File: src/rtl/mem_pkg.sv
// Shared encodings for the memory read-modify-write controller:
// access sizes, controller states and lane-index helpers.
package mem_pkg;

  localparam logic [1:0] SZ_B = 2'b00;
  localparam logic [1:0] SZ_H = 2'b01;
  localparam logic [1:0] SZ_W = 2'b10;
  localparam logic [1:0] SZ_X = 2'b11;

  typedef enum logic [2:0] {
    ST_IDLE  = 3'd0,
    ST_READ  = 3'd1,
    ST_MERGE = 3'd2,
    ST_WRITE = 3'd3,
    ST_RESP  = 3'd4
  } state_e;

  localparam int LANE_BITS  = 8;
  localparam int LANE_IDX_W = 2;

  // Bit offset of a byte lane inside a 32-bit word.
  function automatic logic [4:0] lane_shift(input logic [LANE_IDX_W-1:0] lane);
    return {lane, 3'b000};
  endfunction

endpackage

File: src/rtl/mem_lane_align.sv
// Combinational lane handling: load extract plus sign/zero extension,
// and store merge of a byte or half into a read word.
module mem_lane_align
  import mem_pkg::*;
(
  input  logic [31:0] rword_i,
  input  logic [1:0]  lane_i,
  input  logic [1:0]  size_i,
  input  logic        unsigned_i,
  input  logic [31:0] wdata_i,
  output logic [31:0] load_o,
  output logic [31:0] merge_o
);

  logic [4:0]  sh_s;
  logic [15:0] lane_s;
  logic [31:0] mask_s;
  logic        sext_s;

  // Half accesses are always aligned, so lane_i[0] is 0 for them.
  always_comb begin
    sh_s   = lane_shift(lane_i);
    lane_s = 16'(rword_i >> sh_s);
    sext_s = (unsigned_i == 1'b0);
    load_o = rword_i;
    mask_s = 32'hFFFF_FFFF;
    case (size_i)
      SZ_B: begin
        mask_s = 32'h0000_00FF << sh_s;
        load_o = {{24{sext_s & lane_s[7]}}, lane_s[7:0]};
      end
      SZ_H: begin
        mask_s = 32'h0000_FFFF << sh_s;
        load_o = {{16{sext_s & lane_s[15]}}, lane_s};
      end
      default: begin
        mask_s = 32'hFFFF_FFFF;
        load_o = rword_i;
      end
    endcase
    merge_o = (rword_i & ~mask_s) | ((wdata_i << sh_s) & mask_s);
  end

endmodule

File: src/rtl/mem_rmw_ctrl.sv
// Single-outstanding load/store controller for a 1-cycle-latency 16Kx32 SRAM;
// sub-word stores are done as read-merge-write of the containing word.
module mem_rmw_ctrl
  import mem_pkg::*;
#(
  parameter int ADDR_BITS = 16
) (
  input  logic        clk_i,
  input  logic        rst_i,
  input  logic        req_valid_i,
  output logic        req_ready_o,
  input  logic        req_we_i,
  input  logic [1:0]  req_size_i,
  input  logic        req_unsigned_i,
  input  logic [31:0] req_addr_i,
  input  logic [31:0] req_wdata_i,
  output logic        rsp_valid_o,
  input  logic        rsp_ready_i,
  output logic [31:0] rsp_rdata_o,
  output logic        rsp_err_o,
  output logic        mem_en_o,
  output logic        mem_wen_o,
  output logic [31:0] mem_addr_o,
  output logic [31:0] mem_wdata_o,
  input  logic [31:0] mem_rdata_i
);

  state_e      state_q, state_d;
  logic        we_q, we_d;
  logic [1:0]  size_q, size_d;
  logic        uns_q, uns_d;
  logic [31:0] addr_q, addr_d;
  logic [31:0] wdata_q, wdata_d;
  logic [31:0] rsp_data_q, rsp_data_d;
  logic        err_q, err_d;

  logic        req_err_s;
  logic        misalign_s;
  logic [31:0] load_s;
  logic [31:0] merge_s;

  // Request legality check on the live request fields.
  always_comb begin
    misalign_s = 1'b0;
    case (req_size_i)
      SZ_B:    misalign_s = 1'b0;
      SZ_H:    misalign_s = req_addr_i[0];
      SZ_W:    misalign_s = |req_addr_i[1:0];
      default: misalign_s = 1'b1;
    endcase
    req_err_s = misalign_s | ((req_addr_i >> ADDR_BITS) != 32'd0);
  end

  mem_lane_align u_lane_align (
    .rword_i    (mem_rdata_i),
    .lane_i     (addr_q[1:0]),
    .size_i     (size_q),
    .unsigned_i (uns_q),
    .wdata_i    (wdata_q),
    .load_o     (load_s),
    .merge_o    (merge_s)
  );

  // Next-state and latched-request update.
  always_comb begin
    state_d    = state_q;
    we_d       = we_q;
    size_d     = size_q;
    uns_d      = uns_q;
    addr_d     = addr_q;
    wdata_d    = wdata_q;
    rsp_data_d = rsp_data_q;
    err_d      = err_q;
    case (state_q)
      ST_IDLE: begin
        if (req_valid_i) begin
          we_d       = req_we_i;
          size_d     = req_size_i;
          uns_d      = req_unsigned_i;
          addr_d     = req_addr_i;
          wdata_d    = req_wdata_i;
          rsp_data_d = 32'd0;
          err_d      = req_err_s;
          if (req_err_s) begin
            state_d = ST_RESP;
          end else if (req_we_i && (req_size_i == SZ_W)) begin
            state_d = ST_WRITE;
          end else begin
            state_d = ST_READ;
          end
        end else begin
          state_d = ST_IDLE;
        end
      end
      ST_READ:  state_d = ST_MERGE;
      ST_MERGE: begin
        if (we_q) begin
          wdata_d = merge_s;
          state_d = ST_WRITE;
        end else begin
          rsp_data_d = load_s;
          state_d    = ST_RESP;
        end
      end
      ST_WRITE: state_d = ST_RESP;
      ST_RESP: begin
        if (rsp_ready_i) begin
          state_d = ST_IDLE;
        end else begin
          state_d = ST_RESP;
        end
      end
      default:  state_d = ST_IDLE;
    endcase
  end

  // State and request registers with synchronous reset.
  always_ff @(posedge clk_i) begin
    if (rst_i) begin
      state_q    <= ST_IDLE;
      we_q       <= 1'b0;
      size_q     <= 2'b00;
      uns_q      <= 1'b0;
      addr_q     <= 32'd0;
      wdata_q    <= 32'd0;
      rsp_data_q <= 32'd0;
      err_q      <= 1'b0;
    end else begin
      state_q    <= state_d;
      we_q       <= we_d;
      size_q     <= size_d;
      uns_q      <= uns_d;
      addr_q     <= addr_d;
      wdata_q    <= wdata_d;
      rsp_data_q <= rsp_data_d;
      err_q      <= err_d;
    end
  end

  assign req_ready_o = (state_q == ST_IDLE);
  assign rsp_valid_o = (state_q == ST_RESP);
  assign rsp_err_o   = (state_q == ST_RESP) ? err_q : 1'b0;
  assign rsp_rdata_o = (state_q == ST_RESP) ? rsp_data_q : 32'd0;
  assign mem_en_o    = (state_q == ST_READ) || (state_q == ST_WRITE);
  assign mem_wen_o   = (state_q == ST_WRITE);
  assign mem_addr_o  = {addr_q[31:2], 2'b00};
  assign mem_wdata_o = (state_q == ST_WRITE) ? wdata_q : 32'd0;

endmodule

File: config.mk
export PLATFORM = sky130hd
export DESIGN_NAME = mem_rmw_ctrl
export DESIGN_NICKNAME = d
export VERILOG_FILES = /design/src/rtl/mem_pkg.sv /design/src/rtl/mem_lane_align.sv /design/src/rtl/mem_rmw_ctrl.sv
export SDC_FILE = /design/constraint.sdc
export NUM_CORES = 1
export LEC_CHECK = 0
export CAP_MARGIN = 20
export CORE_ASPECT_RATIO = 1.5
export CORE_MARGIN = 3
export CORE_UTILIZATION = 42
export DETAILED_ROUTE_END_ITERATION = 7
export PLACE_DENSITY = 0.74
export SYNTH_ARGS = -nofsm -noshare
export SYNTH_HDL_FRONTEND = slang
export SYNTH_HIERARCHICAL = 1
export SYNTH_SLANG_ARGS = --single-unit
File: constraint.sdc
create_clock -name clk_i -period 2.2 [get_ports clk_i]
set_input_delay 0.22 -clock clk_i [delete_from_list [all_inputs] [get_ports clk_i]]
set_output_delay 0.22 -clock clk_i [all_outputs]
set_load 0.05 [all_outputs]
Yosys cells after proc, flatten, opt, wreduce, memory -nomap -nowiden --
Index checks and enable logic that the tools add are counted.
Word-level totals: bits in registers 104, input port bits 104, output and inout bits 101, word-level logic and storage cells 59
Operators by class: equal/unequal tests 10, shift-type cells 4, muxes and demuxes 18, bitwise gates (word level) 8, reductions and logical operators 11
Operators by type and width (number):
- one-hot mux 32 bit (2 select lines) | 4
- two-way mux 32 bit | 6
- AND 32 bit | 2
- inverter 32 bit | 1
- OR 32 bit | 1
- nonzero test 32 bit | 1
- left shift 16 x 5 -> 32 bit, first input constant | 1
- left shift 32 x 5 -> 32 bit | 1
- left shift 8 x 5 -> 32 bit, first input constant | 1
- >> shifter 32 x 5 -> 16 bit | 1
- one-hot mux 3 bit (5 select lines) | 1
- two-way mux 3 bit | 4
- == test 3 x 2 -> 1 bit, second input constant | 2
- inequality test 2 bit, second input constant | 3
- AND reduction 3 bit | 2
- == test 2 x 1 -> 1 bit, second input constant | 2
- zero test 2 bit | 2
- == test 3 x 1 -> 1 bit, second input constant | 1
- == test 3 bit, second input constant | 1
- zero test 3 bit | 1
- one-hot mux 1 bit (3 select lines) | 1
- AND 1 bit | 2
- == test 2 bit, second input constant | 1
- two-way mux 2 bit | 1
- 8 further kinds | 8

Logic depth before layout (Yosys ltp) --
depth in word-level cells 7, gate-level depth with buffers 9, depth with buffers taken out 6

Cells and area by module --
Netlist, hierarchy kept.
By module, submodules not included:
- mem_rmw_ctrl | times used 1, cells an instance 588, area each 4729.5 sq um, seq. area each 2082.0 sq um
- mem_lane_align | times used 1, cells an instance 262, area each 1667.8 sq um, seq. area each 0.0 sq um

Least setup slack after synthesis --
OpenSTA, ideal clock, no wires.
path type flip-flop to flip-flop, start point reg state_q[1], end point reg addr_q[16], setup time 0.132 ns, arrival time 2.268 ns, required time 2.068 ns, slack -0.200 ns, stages on the path, launching flop included 8, buffers on the path 3, clock period less this slack 2.400 ns, path through dfxtp_1 > buf_2 > nor3_1 > nand2_1 > buf_2 > buf_1 > nand2_1 > a21oi_1
On the way: longest elaborated chain between the ends 2
Ends and longest elaborated chain:
- start, declared | line mem_rmw_ctrl.sv:28 | state_e state_q, state_d;
- start signal, assigned | line mem_rmw_ctrl.sv:129 | state_q <= state_d;
- zero test 3 bit
- net req_ready_o | line mem_rmw_ctrl.sv:11 | output logic req_ready_o,
- AND reduction 2 bit (no source line)
- end signal, assigned | line mem_rmw_ctrl.sv:133 | addr_q <= addr_d;
- end, declared | line mem_rmw_ctrl.sv:32 | logic [31:0] addr_q, addr_d;
The timed path passes the listed nets, and every way through them passes these cells. A chain may end at the register's enable or synchronous reset.

Final worst setup path --
start point reg state_q[0], end point out mem_wdata_o[22]
On the way: longest elaborated chain between the ends 2
Ends and longest elaborated chain:
- == test 3 x 2 -> 1 bit | line mem_rmw_ctrl.sv:147 | assign mem_wdata_o = (state_q == ST_WRITE) ? wdata_q : 32'd0;
- two-way mux 32 bit | line mem_rmw_ctrl.sv:147
- end, declared | line mem_rmw_ctrl.sv:24 | output logic [31:0] mem_wdata_o,
No other way between the ends.

==> flow_summary.ini <==
[timing]
fin_crit_sh_pct = 95.1
final_max_slew_viol_count = 0
setup_viol = 0
slew_headroom_pct = 59.2
fin_ws_ns = 0.109
finalCriticalPeriod_ns = 2.09
skew_ns = 0.00624
worst_pin_slew_ns = 0.613
rsz0062_at_grt = false
clock.fmax_ghz = 0.478
finalSetupTns_ns = 0
final-hold-violation-count = 0

[drt]
first_pass_iters = 5
drc = 0
antenna_left = 0
vias_per_cell = 5.42
dr.first_iter.drc_count = 438
wl_per_cell_um = 17.6
dr_total_vias = 6474
drt-total-wl_um = 21000

[status]
status = completed

[clock_tree]
worstSkewPairLatency_ns = 0.36
clk_pin_slew_ns = 0.07
h-tree-depth = 3
clock_path_buffers = 2
cts_made_buffers = 9
cts-root-buf = clkbuf_16
post-cts-setup-buffers = 0
cts_tree = done
clock-sinks = 104

[setup_path]
worstPathMaxFanout = 25
cp-start-kind = register
path_class = register to primary output
worstPathArrival_ns = 1.87
critPathRequiredTime_ns = 1.98
regToRegEndpoint = wdata_q[23]$_SDFFE_PP0P_
ff2ff_path_depth = 5
crit_chain = nor2b_2 -> buf_4 -> and3_1 -> buf_12
slowest_delay_ns = 0.57
critPathSlowestCell = dfxtp_1
r2r_setup_slack_ns = 0.19
end_kind = primary output
crit-reg2reg-launch = addr_q[0]$_SDFFE_PP0P_

[min_path]
min_path_type = input pin to register
worstHoldStart = rst_i
worstHoldPathCells = 2
min_to = addr_q[21]$_SDFFE_PP0P_

[synth]
synthXorXnorAreaFrac_pct = 0
avgSynthCellArea_um2 = 7.53
synth.area.mux_share_pct = 13.4
ys_dominant_reg_cell = dfxtp_1
synth-seq-area-share_pct = 32.5
async_flop_share_pct = 0
synth-simple-area-share_pct = 24.5
synth-compound-area-share_pct = 19.6
yosysTopAreaCell = dfxtp_1
synth_adder_area_share_pct = 0
yosys_warnings = 6
synth_top_cell_area_share_pct = 32.5
synth_area_leaders = dfxtp_1, nand2_1, mux2i_1
synth_cell_types = 48
ys_seq_elements = 104
synth_top_family_by_area = simple AND/OR/NAND/NOR gates
syn_area_um2 = 6400
synth_cells = 850
synth_edf_count = 0

[cells_and_area]
layout.nets = 1097
area_growth_pct = 46.6
drive_above_1_share_pct = 16.5
n_antenna_cell = 0

[power]
vdd_drop_max_uv = 546
leakage_nw = 3.46
power.density_nw_per_um2 = 514

[global_route]
grt_pass1_wl_um = 33000
grt_pass1_vias = 6261
grt_max_degree = 44
antenna_found_initial = 0
grt-ovfl-total = 0
track_usage_pct = 24.9

[placed_design]
place_hpwl_um = 16200
gp_congestion = 0.884
dp_worst_setup_slack_ns = 0.170
portBuffers = 202

[die]
initial_utilization_pct = 43.4
fp.dieH_um = 157
row_count = 54
ios = 205
fp.dieArea_um2 = 16800
core_um2 = 14700
fp.dieW_um = 107

[flow_run]
cap_violations = 0
-- state kept, by name, indices dropped and copies added (netlist names) --
signal and flops:
addr_q 32, rsp_data_q 32, wdata_q 32, state_q 3
size_q 2, err_q 1, uns_q 1, we_q 1
-- kinds of logic after synthesis --
kind of cell,count (synthesis)
DFF,104
muxes,82
AOI/OAI and AO/OA,204
buffers and inverters,113
and+or+nand+nor,346
other,1
-- per-layer routing --
layer	track usage, %	wire length [µm]	vias up	part of all wire [%]
met3	6.24	1440	51	6.9
met2	44.0	10800	250	52
met4	12.4	1010	0	4.8
met1	27.5	7710	2997	37
met5	0	0	-	0
li1	-	-	3176	-
-- per-stage QoR --
stage	utilization (%)	std cells	hold slack, ns	power [mW]	instance area [µm²]
final	63.7	1194	0.383	4.82	9380
after global routing	63.7	1194	0.398	5.03	9380
after CTS	63.6	1194	0.378	4.84	9370
after detailed placement	61.7	1178	0.443	3.28	9090
after global placement	61.7	1178	0.437	3.26	9090
after floorplan	-	851	0.356	2.83	6410
-- Yosys cell counts (all sizes together), types with 3 or more instances --
library cell,instances
nand3,3
o21ai,43
a221oi,7
mux2,22
nor2,42
and3,32
o31ai,14
a21oi,90
nor4,4
nor3b,3
nand2,204
a211oi,41
nor2b,11
nor3,4
inv,6
clkbuf,30
dfxtp,104
mux2i,60
and2,34
buf,76
-- how the worst max path moves through the flow --
| stage | start | endpoint | slack (ns) | cells past startpoint |
|---|---|---|---|---|
| final | state_q[0]$_SDFF_PP0_ | mem_wdata_o[22] | 0.11 | 4 |
| after global routing | state_q[0]$_SDFF_PP0_ | mem_wdata_o[22] | 0.02 | 4 |
| after CTS | state_q[2]$_SDFF_PP0_ | rsp_rdata_o[9] | 0.12 | 4 |
| after floorplan | state_q[0]$_SDFF_PP0_ | mem_wdata_o[22] | 0.08 | 3 |
| after global placement | mem_rdata_i[15] | rsp_data_q[14]$_SDFFE_PP0P_ | 0.23 | 8 |
| after detailed placement | addr_q[0]$_SDFFE_PP0P_ | wdata_q[25]$_SDFFE_PP0P_ | 0.17 | 6 |
-- worst max-delay path: cells and delay by family, from the launching register on --
kind	cells	cell delay, ns
DFF	1	0.57
and+or+nand+nor	2	0.51
buffers and inverters	2	0.42
-- cells in the final DEF, fill, tap and decap left out, drive strengths merged, types with 8 or more instances in the layout --
cell,netlist,final
mux2i,60,60
and2,34,34
buf,76,105
nor2,42,42
o21ai,43,43
clkbuf,30,9
inv,6,8
dfxtp,104,104
clkdlybuf4s50,0,132
a21oi,90,90
nand2,204,204
nor2b,11,11
a211oi,41,41
and3,32,32
o31ai,14,14
mux2,22,22
-- layout make-up --
cell class	count	area, µm²
fill	1309	5350
multi-input combinational	634	3720
inverter	7	26.3
timing repair buffer	237	3020
sequential	104	2080
clock buffer	9	225
tap	196	245
clock inverter	7	56.3
-- report_power, final --
part / switching, mW / internal, mW
Clock: 0.795 / 0.781
Sequential: 0.0996 / 1.97
Combinational: 0.649 / 0.527
Total: 1.54 / 3.28
-- what timing repair did --
action / in CTS / in global routing
hold endpoints to repair: 0 / 0
endpoints found under the setup margin: 0 / 2
gates resized for setup: 0 / 1
hold buffers: 0 / 0
No activity file was read; power rests on OpenSTA's default activity.
